<file path="src/rtl/roc_decoder.sv">
// Rank-order-coded spike decoder: receives pixel indices over a 4-phase AER
// link and rebuilds an image whose intensity falls with arrival rank.
module roc_decoder #(
  parameter int unsigned IMAGE_SIZE      = 7,
  parameter int unsigned PIXEL_MAX_VALUE = 255,
  parameter int unsigned PIXEL_BITS      = $clog2(PIXEL_MAX_VALUE),
  parameter int unsigned RANK_BITS       = $clog2(IMAGE_SIZE + 1)
) (
  input  logic                             CLK,
  input  logic                             RST,
  input  logic                             START,
  input  logic [9:0]                       AERIN_ADDR,
  input  logic                             AERIN_REQ,
  output logic                             AERIN_ACK,
  output logic [IMAGE_SIZE*PIXEL_BITS-1:0] IMAGE_OUT,
  output logic [RANK_BITS-1:0]             RANK,
  output logic                             DECODER_RDY,
  output logic                             DUP_ERR,
  output logic                             RANGE_ERR
);

  localparam int unsigned ADDR_BITS = 10;

  typedef enum logic [2:0] {
    S_IDLE     = 3'd0,
    S_WAIT_REQ = 3'd1,
    S_CAPTURE  = 3'd2,
    S_WAIT_LOW = 3'd3,
    S_DONE     = 3'd4
  } state_t;

  state_t                 state_q, state_nxt;

  logic                   req_m, req_s, req_d;
  logic                   req_event;

  logic [ADDR_BITS-1:0]   addr_q, addr_nxt;
  logic                   ack_q, ack_nxt;
  logic [RANK_BITS-1:0]   rank_q, rank_nxt;
  logic                   rdy_q, rdy_nxt;
  logic                   dup_q, dup_nxt;
  logic                   rng_q, rng_nxt;
  logic [IMAGE_SIZE-1:0]  bitmap_q, bitmap_nxt;
  logic [PIXEL_BITS-1:0]  pix_q   [IMAGE_SIZE];
  logic [PIXEL_BITS-1:0]  pix_nxt [IMAGE_SIZE];

  logic [IMAGE_SIZE-1:0]  addr_hot;
  logic                   addr_out_of_range;
  logic                   addr_seen;
  logic [PIXEL_BITS-1:0]  pix_val;
  logic                   image_full;

  // Two-flop REQ synchronizer plus one delay stage for rising-edge detection
  always_ff @(posedge CLK or negedge RST) begin
    if (!RST) begin
      req_m <= 1'b0;
      req_s <= 1'b0;
      req_d <= 1'b0;
    end else begin
      req_m <= AERIN_REQ;
      req_s <= req_m;
      req_d <= req_s;
    end
  end

  assign req_event = req_s & ~req_d;

  // One-hot decode of the captured address and classification helpers
  always_comb begin
    for (int i = 0; i < int'(IMAGE_SIZE); i++) begin
      addr_hot[i] = (addr_q == ADDR_BITS'(i));
    end
    addr_out_of_range = (addr_q >= ADDR_BITS'(IMAGE_SIZE));
    addr_seen         = |(bitmap_q & addr_hot);
    image_full        = (rank_q == RANK_BITS'(IMAGE_SIZE));
    if (32'(rank_q) < PIXEL_MAX_VALUE) begin
      pix_val = PIXEL_BITS'(PIXEL_MAX_VALUE - 32'(rank_q));
    end else begin
      pix_val = '0;
    end
  end

  // State register
  always_ff @(posedge CLK or negedge RST) begin
    if (!RST) begin
      state_q <= S_IDLE;
    end else begin
      state_q <= state_nxt;
    end
  end

  // Next-state logic; START overrides everything, including a same-cycle event
  always_comb begin
    state_nxt = state_q;
    if (START) begin
      state_nxt = S_WAIT_REQ;
    end else begin
      case (state_q)
        S_IDLE:     state_nxt = S_IDLE;
        S_WAIT_REQ: if (req_event) state_nxt = S_CAPTURE;
        S_CAPTURE:  state_nxt = S_WAIT_LOW;
        S_WAIT_LOW: if (!req_s) state_nxt = image_full ? S_DONE : S_WAIT_REQ;
        S_DONE:     state_nxt = S_DONE;
        default:    state_nxt = S_IDLE;
      endcase
    end
  end

  // Next values of the registered outputs and the image store
  always_comb begin
    addr_nxt   = addr_q;
    ack_nxt    = ack_q;
    rank_nxt   = rank_q;
    rdy_nxt    = rdy_q;
    dup_nxt    = dup_q;
    rng_nxt    = rng_q;
    bitmap_nxt = bitmap_q;
    pix_nxt    = pix_q;
    if (START) begin
      ack_nxt    = 1'b0;
      rank_nxt   = '0;
      rdy_nxt    = 1'b0;
      dup_nxt    = 1'b0;
      rng_nxt    = 1'b0;
      bitmap_nxt = '0;
      for (int i = 0; i < int'(IMAGE_SIZE); i++) pix_nxt[i] = '0;
    end else begin
      case (state_q)
        S_WAIT_REQ: begin
          if (req_event) addr_nxt = AERIN_ADDR;
        end
        S_CAPTURE: begin
          ack_nxt = 1'b1;
          if (addr_out_of_range) begin
            rng_nxt = 1'b1;
          end else if (addr_seen) begin
            dup_nxt = 1'b1;
          end else begin
            for (int i = 0; i < int'(IMAGE_SIZE); i++) begin
              if (addr_hot[i]) pix_nxt[i] = pix_val;
            end
            bitmap_nxt = bitmap_q | addr_hot;
            rank_nxt   = rank_q + RANK_BITS'(1);
          end
        end
        S_WAIT_LOW: begin
          if (!req_s) begin
            ack_nxt = 1'b0;
            if (image_full) rdy_nxt = 1'b1;
          end
        end
        default: begin
        end
      endcase
    end
  end

  // Output and image registers
  always_ff @(posedge CLK or negedge RST) begin
    if (!RST) begin
      addr_q   <= '0;
      ack_q    <= 1'b0;
      rank_q   <= '0;
      rdy_q    <= 1'b0;
      dup_q    <= 1'b0;
      rng_q    <= 1'b0;
      bitmap_q <= '0;
      for (int i = 0; i < int'(IMAGE_SIZE); i++) pix_q[i] <= '0;
    end else begin
      addr_q   <= addr_nxt;
      ack_q    <= ack_nxt;
      rank_q   <= rank_nxt;
      rdy_q    <= rdy_nxt;
      dup_q    <= dup_nxt;
      rng_q    <= rng_nxt;
      bitmap_q <= bitmap_nxt;
      pix_q    <= pix_nxt;
    end
  end

  // Flatten the pixel store onto the image bus
  for (genvar g = 0; g < int'(IMAGE_SIZE); g++) begin : g_image
    assign IMAGE_OUT[g*PIXEL_BITS +: PIXEL_BITS] = pix_q[g];
  end

  assign AERIN_ACK   = ack_q;
  assign RANK        = rank_q;
  assign DECODER_RDY = rdy_q;
  assign DUP_ERR     = dup_q;
  assign RANGE_ERR   = rng_q;

endmodule

</file>
<file path="config.mk">
export PLATFORM = sky130hd
export DESIGN_NAME = roc_decoder
export DESIGN_NICKNAME = d
export VERILOG_FILES = /design/src/rtl/roc_decoder.sv
export SDC_FILE = /design/constraint.sdc
export NUM_CORES = 1
export LEC_CHECK = 0
export ABC_AREA = 1
export BUFFER_PORTS_ARGS = -buffer_cell sky130_fd_sc_hd__buf_4
export CAP_MARGIN = 15
export CELL_PAD_IN_SITES_DETAIL_PLACEMENT = 0
export CELL_PAD_IN_SITES_GLOBAL_PLACEMENT = 1
export CORE_MARGIN = 4
export CORE_UTILIZATION = 43
export CTS_BUF_LIST = sky130_fd_sc_hd__clkbuf_8
export CTS_CLUSTER_SIZE = 25
export DETAILED_ROUTE_END_ITERATION = 10
export GPL_ROUTABILITY_DRIVEN = 1
export GPL_TIMING_DRIVEN = 0
export HOLD_SLACK_MARGIN = 0.08
export PLACE_DENSITY = 0.84
export SLEW_MARGIN = 40
export SYNTH_ARGS = -nofsm -noshare
export SYNTH_HDL_FRONTEND = slang
export SYNTH_SLANG_ARGS = --single-unit
export TNS_END_PERCENT = 30
</file>
<file path="constraint.sdc">
create_clock -name CLK -period 3.1 [get_ports CLK]
set_clock_uncertainty 0.2 [all_clocks]
set_input_delay 0 -clock CLK [delete_from_list [all_inputs] [get_ports CLK]]
set_output_delay 0 -clock CLK [all_outputs]
set_load 0.02 [all_outputs]
</file>
* Word level (Yosys, flattened, before mapping)
Cells that the tools add are included.
** Storage, ports and cells
- Register bits after elaboration :: 86
- Logic and storage cells :: 109
** Cells by class
- Add/sub/neg operators :: 2
- Magnitude comparators :: 1
- Eq/ne operators :: 16
- Mux-type cells :: 38
- Bitwise gates (word level) :: 5
- Reductions and logical operators :: 29
** Operators by type and width (count)
- $mux 56 :: 4
- $mux 8 :: 7
- $eq 10x3->1 const B :: 3
- $mux 7 :: 4
- $reduce_and 4->1 :: 7
- $mux 3 :: 8
- $reduce_bool 2->1 :: 12
- $eq 10x2->1 const B :: 2
- $mux 1 :: 13
- $pmux 3 s4 :: 1
- $reduce_and 3->1 :: 4
- $eq 10x1->1 const B :: 1
- $ge 10x3->1 const B :: 1
- $logic_not 10->1 :: 1
- $sub 8x3->8 const A :: 1
- $and 7x7->7 :: 1
- $or 7x7->7 :: 1
- $reduce_or 7->1 :: 1
- $eq 3x2->1 const B :: 2
- $eq 3x3->1 const B :: 2
- $ne 2x2->1 const B :: 3
- $ne 3x3->1 const B :: 2
- $reduce_and 2->1 :: 3
- $add 3x1->3 const B :: 1
- 5 further kinds :: 6

* Logic depth before layout (Yosys ltp)
- Depth in word-level cells :: 7
- Gate-level depth with buffers :: 13

* Worst setup path after synthesis
No wires, ideal clock.
- Kind :: register -> register
- Start point :: reg addr_q[2]
- End point :: reg rank_q[2] (netlist: RANK[2])
- Setup time :: 0.117 ns
- Data arrival time :: 1.350 ns
- Path slack :: 1.432 ns
- Stages on the path, launching flop included :: 13
- Path buffers :: 0
- Cells stage by stage :: dfrtp_1 > inv_1 > nor2_1 > nand2_2 > nor2_4 > nand2_2 > nor2_2 > nor2_2 > nand2_2 > nand2_1 > nand3_2 > nand2_1 > nand2_1
** Between the ends
- Cells in the longest elaborated chain, start to end :: 5
** Ends and longest elaborated chain
- from (decl) :: line 37 : logic [ADDR_BITS-1:0] addr_q, addr_nxt;
- from (signal assigned) :: line 170 : addr_q <= addr_nxt;
- $eq 10x1->1, or another cell as far along :: line 71 : addr_hot[i] = (addr_q == ADDR_BITS'(i));
- $and 7x7->7 :: line 74 : addr_seen = |(bitmap_q & addr_hot);
- $reduce_or 7->1 :: line 74
- $ne 2x2->1 (no line)
- $reduce_and 3->1 (no line) (*)
- to (signal assigned) :: line 172 : rank_q <= rank_nxt;
- to (decl) :: line 39 : logic [RANK_BITS-1:0] rank_q, rank_nxt;
Mark *: on every way between the ends. The rest lies on a longest branch, timed or not.
A chain may end at the register's enable or synchronous reset.

* Worst setup path after layout
- Start point :: in START
- End point :: reg dup_q (netlist: DUP_ERR)
** Between the ends
- Cells in the longest elaborated chain, start to end :: 2
** Ends and longest elaborated chain
- from (decl) :: line 11 : input logic START,
- $ne 2x2->1 (no line) / $reduce_bool 2->1 (equally long branches)
- $reduce_and 3->1 (no line)
- to (signal assigned) :: line 174 : dup_q <= dup_nxt;
- to (decl) :: line 41 : logic dup_q, dup_nxt;
Several ways; a longest one is shown, not always the timed one.

==> impl_metrics.tcl <==
set metrics [dict create \
    start_kind "input port" \
    finalPower_mw 1.86 \
    rr_endpoint "bitmap_q[3]" \
    synth_top_family_by_area "simple AND/OR/NAND/NOR gates" \
    via_count 2479 \
    place_congestion 0.811 \
    grtUsageTotal_pct 18.5 \
    synth_ff_type "dfrtp_1" \
    yosysWarnings 0 \
    stdcell_count 511 \
    path_cells "dlygate4sd3_1 > clkbuf_1 > clkbuf_1 > clkbuf_1 > nor2_1" \
    grt_max_degree 59 \
    drt_iter0_drc 90 \
    crit_top_cell "clkbuf_1" \
    slew_violations 0 \
    reg2reg_slack_ps 1140 \
    ant_nets 0 \
    rows 29 \
    grt_remaining_overflow 0 \
    power_density_mw_per_mm2 482 \
    synthXorXnorAreaFrac_pct 0 \
    cp-end-kind "flop" \
    grt_pass1_vias 2430 \
    r2r-start "addr_q[2]" \
    setup_violations 0 \
    netlist_area_mm2 0.00288 \
    async_flop_share_pct 100 \
    port_buffers 75 \
    min_to "req_m" \
    core-area_mm2 0.00642 \
    synth-simple-area-share_pct 28.1 \
    path_clk_slew_ps 60 \
    cts_buffers 9 \
    maxSlewHeadroom_pct 52.1 \
    htree_levels 3 \
    grt_antenna_before_repair 0 \
    synth_top_area_cell "dfrtp_1" \
    finalCritPeriodShare_pct 64.5 \
    yosysMostFrequentCell "nand2_1" \
    clock_sinks 58 \
    yosysUniqueCellTypes 28 \
    synthTopCellsByArea "dfrtp_1 (50%), nand3_1 (9.2%), nand2_1 (8.2%), buf_4 (7.6%), a21oi_1 (3.5%)" \
    synth_nets 346 \
    grt_first_pass_wirelength_um 12100 \
    critPathRequiredTime_ps 3090 \
    ir_worst_vdd_mv 0.387 \
    final_hold_viol_count 0 \
    synth_common_cells "nand2_1 (63), dfrtp_1 (58), nand3_1 (53)" \
    first_pass_iters 4 \
    fmax_mhz 500 \
    hold-path-cell-count 2 \
    synth_adder_area_share_pct 0.870 \
    ys_seq_area_share_pct 50.4 \
    start_util_pct 44.8 \
    rsz0062_at_grt "false" \
    fin_nets 446 \
    cellLeakagePower_nw 2.05 \
    syn_avg_cell_area_um2 8.72 \
    dp_cells 482 \
    seqCellArea_mm2 0.00145 \
    synth_edf_count 0 \
    multi_input_area_mm2 0.00106 \
    ctsRootBufferMaster "clkbuf_8" \
    diodes 0 \
    vias_per_cell 4.85 \
    post-dp-hpwl_um 4940 \
    fillers 605 \
    worstRegToRegCells 12 \
    insertion_delay_ps 340 \
    wire_per_inst_um 13.4 \
    drive_gt1_share_pct 36.6 \
    max_cap_violations 0 \
    cp_slowest_cell "clkbuf_1" \
    synth_mux_area_share_pct 2.74 \
    die_h_um 89.8 \
    min_path_type "in2reg" \
    ys_seq_elements 58 \
    synth-compound-area-share_pct 5.09 \
    die_w_um 89.8 \
    crit_type "in2reg" \
    drc 0 \
    clock_path_buffers 2 \
    cts_tree "built" \
    min_period_ps 2000 \
    crit_fanout 10 \
    area_delta_synth_final_pct 33.8 \
    syn_inst 330 \
    synth.top_cell.area_share_pct 50.4 \
    cp.arrival_ps 1990 \
    hp-start "AERIN_REQ" \
    final.setup.tns_ps 0 \
    die-area_mm2 0.00806 \
    cts_resized 0 \
    io_pins 77 \
    status "complete, no violations" \
    wirelength_um 6840 \
    slowest_delay_ps 560 \
    worstMarginPinSlew_ps 716 \
]
[metrics by stage]
stage / utilization [%] / setup slack (ps) / instance area (um^2) / hold WS [ps]
floorplan: - / 1430 / 2880 / -496
global placement: 55.1 / 1180 / 3540 / -90.0
detailed placement: 55.1 / 1160 / 3540 / -88.9
CTS: 59.8 / 1080 / 3840 / 82.9
global route: 60.0 / 925 / 3850 / 128
finish: 60.0 / 1100 / 3850 / 124
[flip-flops by register name, summed over array words and instances, names as in the netlist]
signal       count
RANGE_ERR        1
state_q          3
bitmap_q         7
IMAGE_OUT       28
addr_q          10
req_s            1
RANK             3
req_m            1
DECODER_RDY      1
DUP_ERR          1
AERIN_ACK        1
req_d            1
[per-layer routing]
metal  vias up  global-route usage [%]  part of all wire, %
met2        71                    29.9                   47
met1      1145                    22.8                   44
met4         0                    8.17                  2.3
met5         -                       0                    0
li1       1249                       -                    -
met3        14                    6.01                  6.7
[critical path, delay by kind of cell]
kind,cells,cell delay (ps)
buffers and inverters,4,1880
AND/OR/NAND/NOR,1,110
[area by class of cell]
cell class                      count  share of cell area, %
Sequential cell                    58                   37.7
Multi-Input combinational cell    206                   27.5
Timing Repair Buffer               89                   18.4
Buffer                             36                   6.56
Clock buffer                       11                   3.93
Inverter                           30                   2.99
Tap cell                           77                   2.50
Clock inverter                      4                  0.487
[timing repair]
item                                    4_1_cts  5_1_grt
hold endpoints to repair                     74       45
hold buffers                                 13        1
buffers inserted                              0        0
endpoints found under the setup margin        0        0
[cell families (layout without fill, tap and decap cells)]
| family | Yosys count | in the layout |
|---|---|---|
| simple gates | 170 | 170 |
| buf+inv | 66 | 170 |
| flops | 58 | 58 |
| compound gates | 27 | 27 |
| mux | 7 | 7 |
| fa+ha+maj | 2 | 2 |
[power by group]
part	total [mW]	switching (mW)	internal, mW
Clock	0.602	0.281	0.321
Sequential	0.909	0.0689	0.841
Combinational	0.346	0.211	0.135
[worst max path at each step]
stage / cells after the start / start / slack [ps] / end
finish: 5 / START / 1100 / DUP_ERR
detailed placement: 12 / addr_q[2] / 1160 / bitmap_q[3]
global placement: 12 / addr_q[2] / 1180 / bitmap_q[1]
floorplan: 12 / addr_q[2] / 1430 / RANK[2]
CTS: 5 / START / 1080 / DUP_ERR
global route: 8 / addr_q[5] / 920 / IMAGE_OUT[24]
[placed cells by master (no fill, tap or decap), types with 2 or more instances in the layout]
cell / count
buf_4: 103
nand2_1: 63
dfrtp_1: 58
nand3_1: 53
inv_1: 25
nor2_1: 25
a21oi_1: 20
dlygate4sd3_1: 14
clkbuf_8: 11
nor2_2: 9
mux2_2: 7
nand2_2: 6
inv_2: 5
clkbuf_1: 4
nand4_1: 4
nor2_4: 3
o21ai_0: 3
clkinv_2: 3
or2_2: 2
nand2_4: 2
nand3_2: 2
buf_6: 2
ha_1: 2
Note: power is estimated with default switching activity, not from simulation.
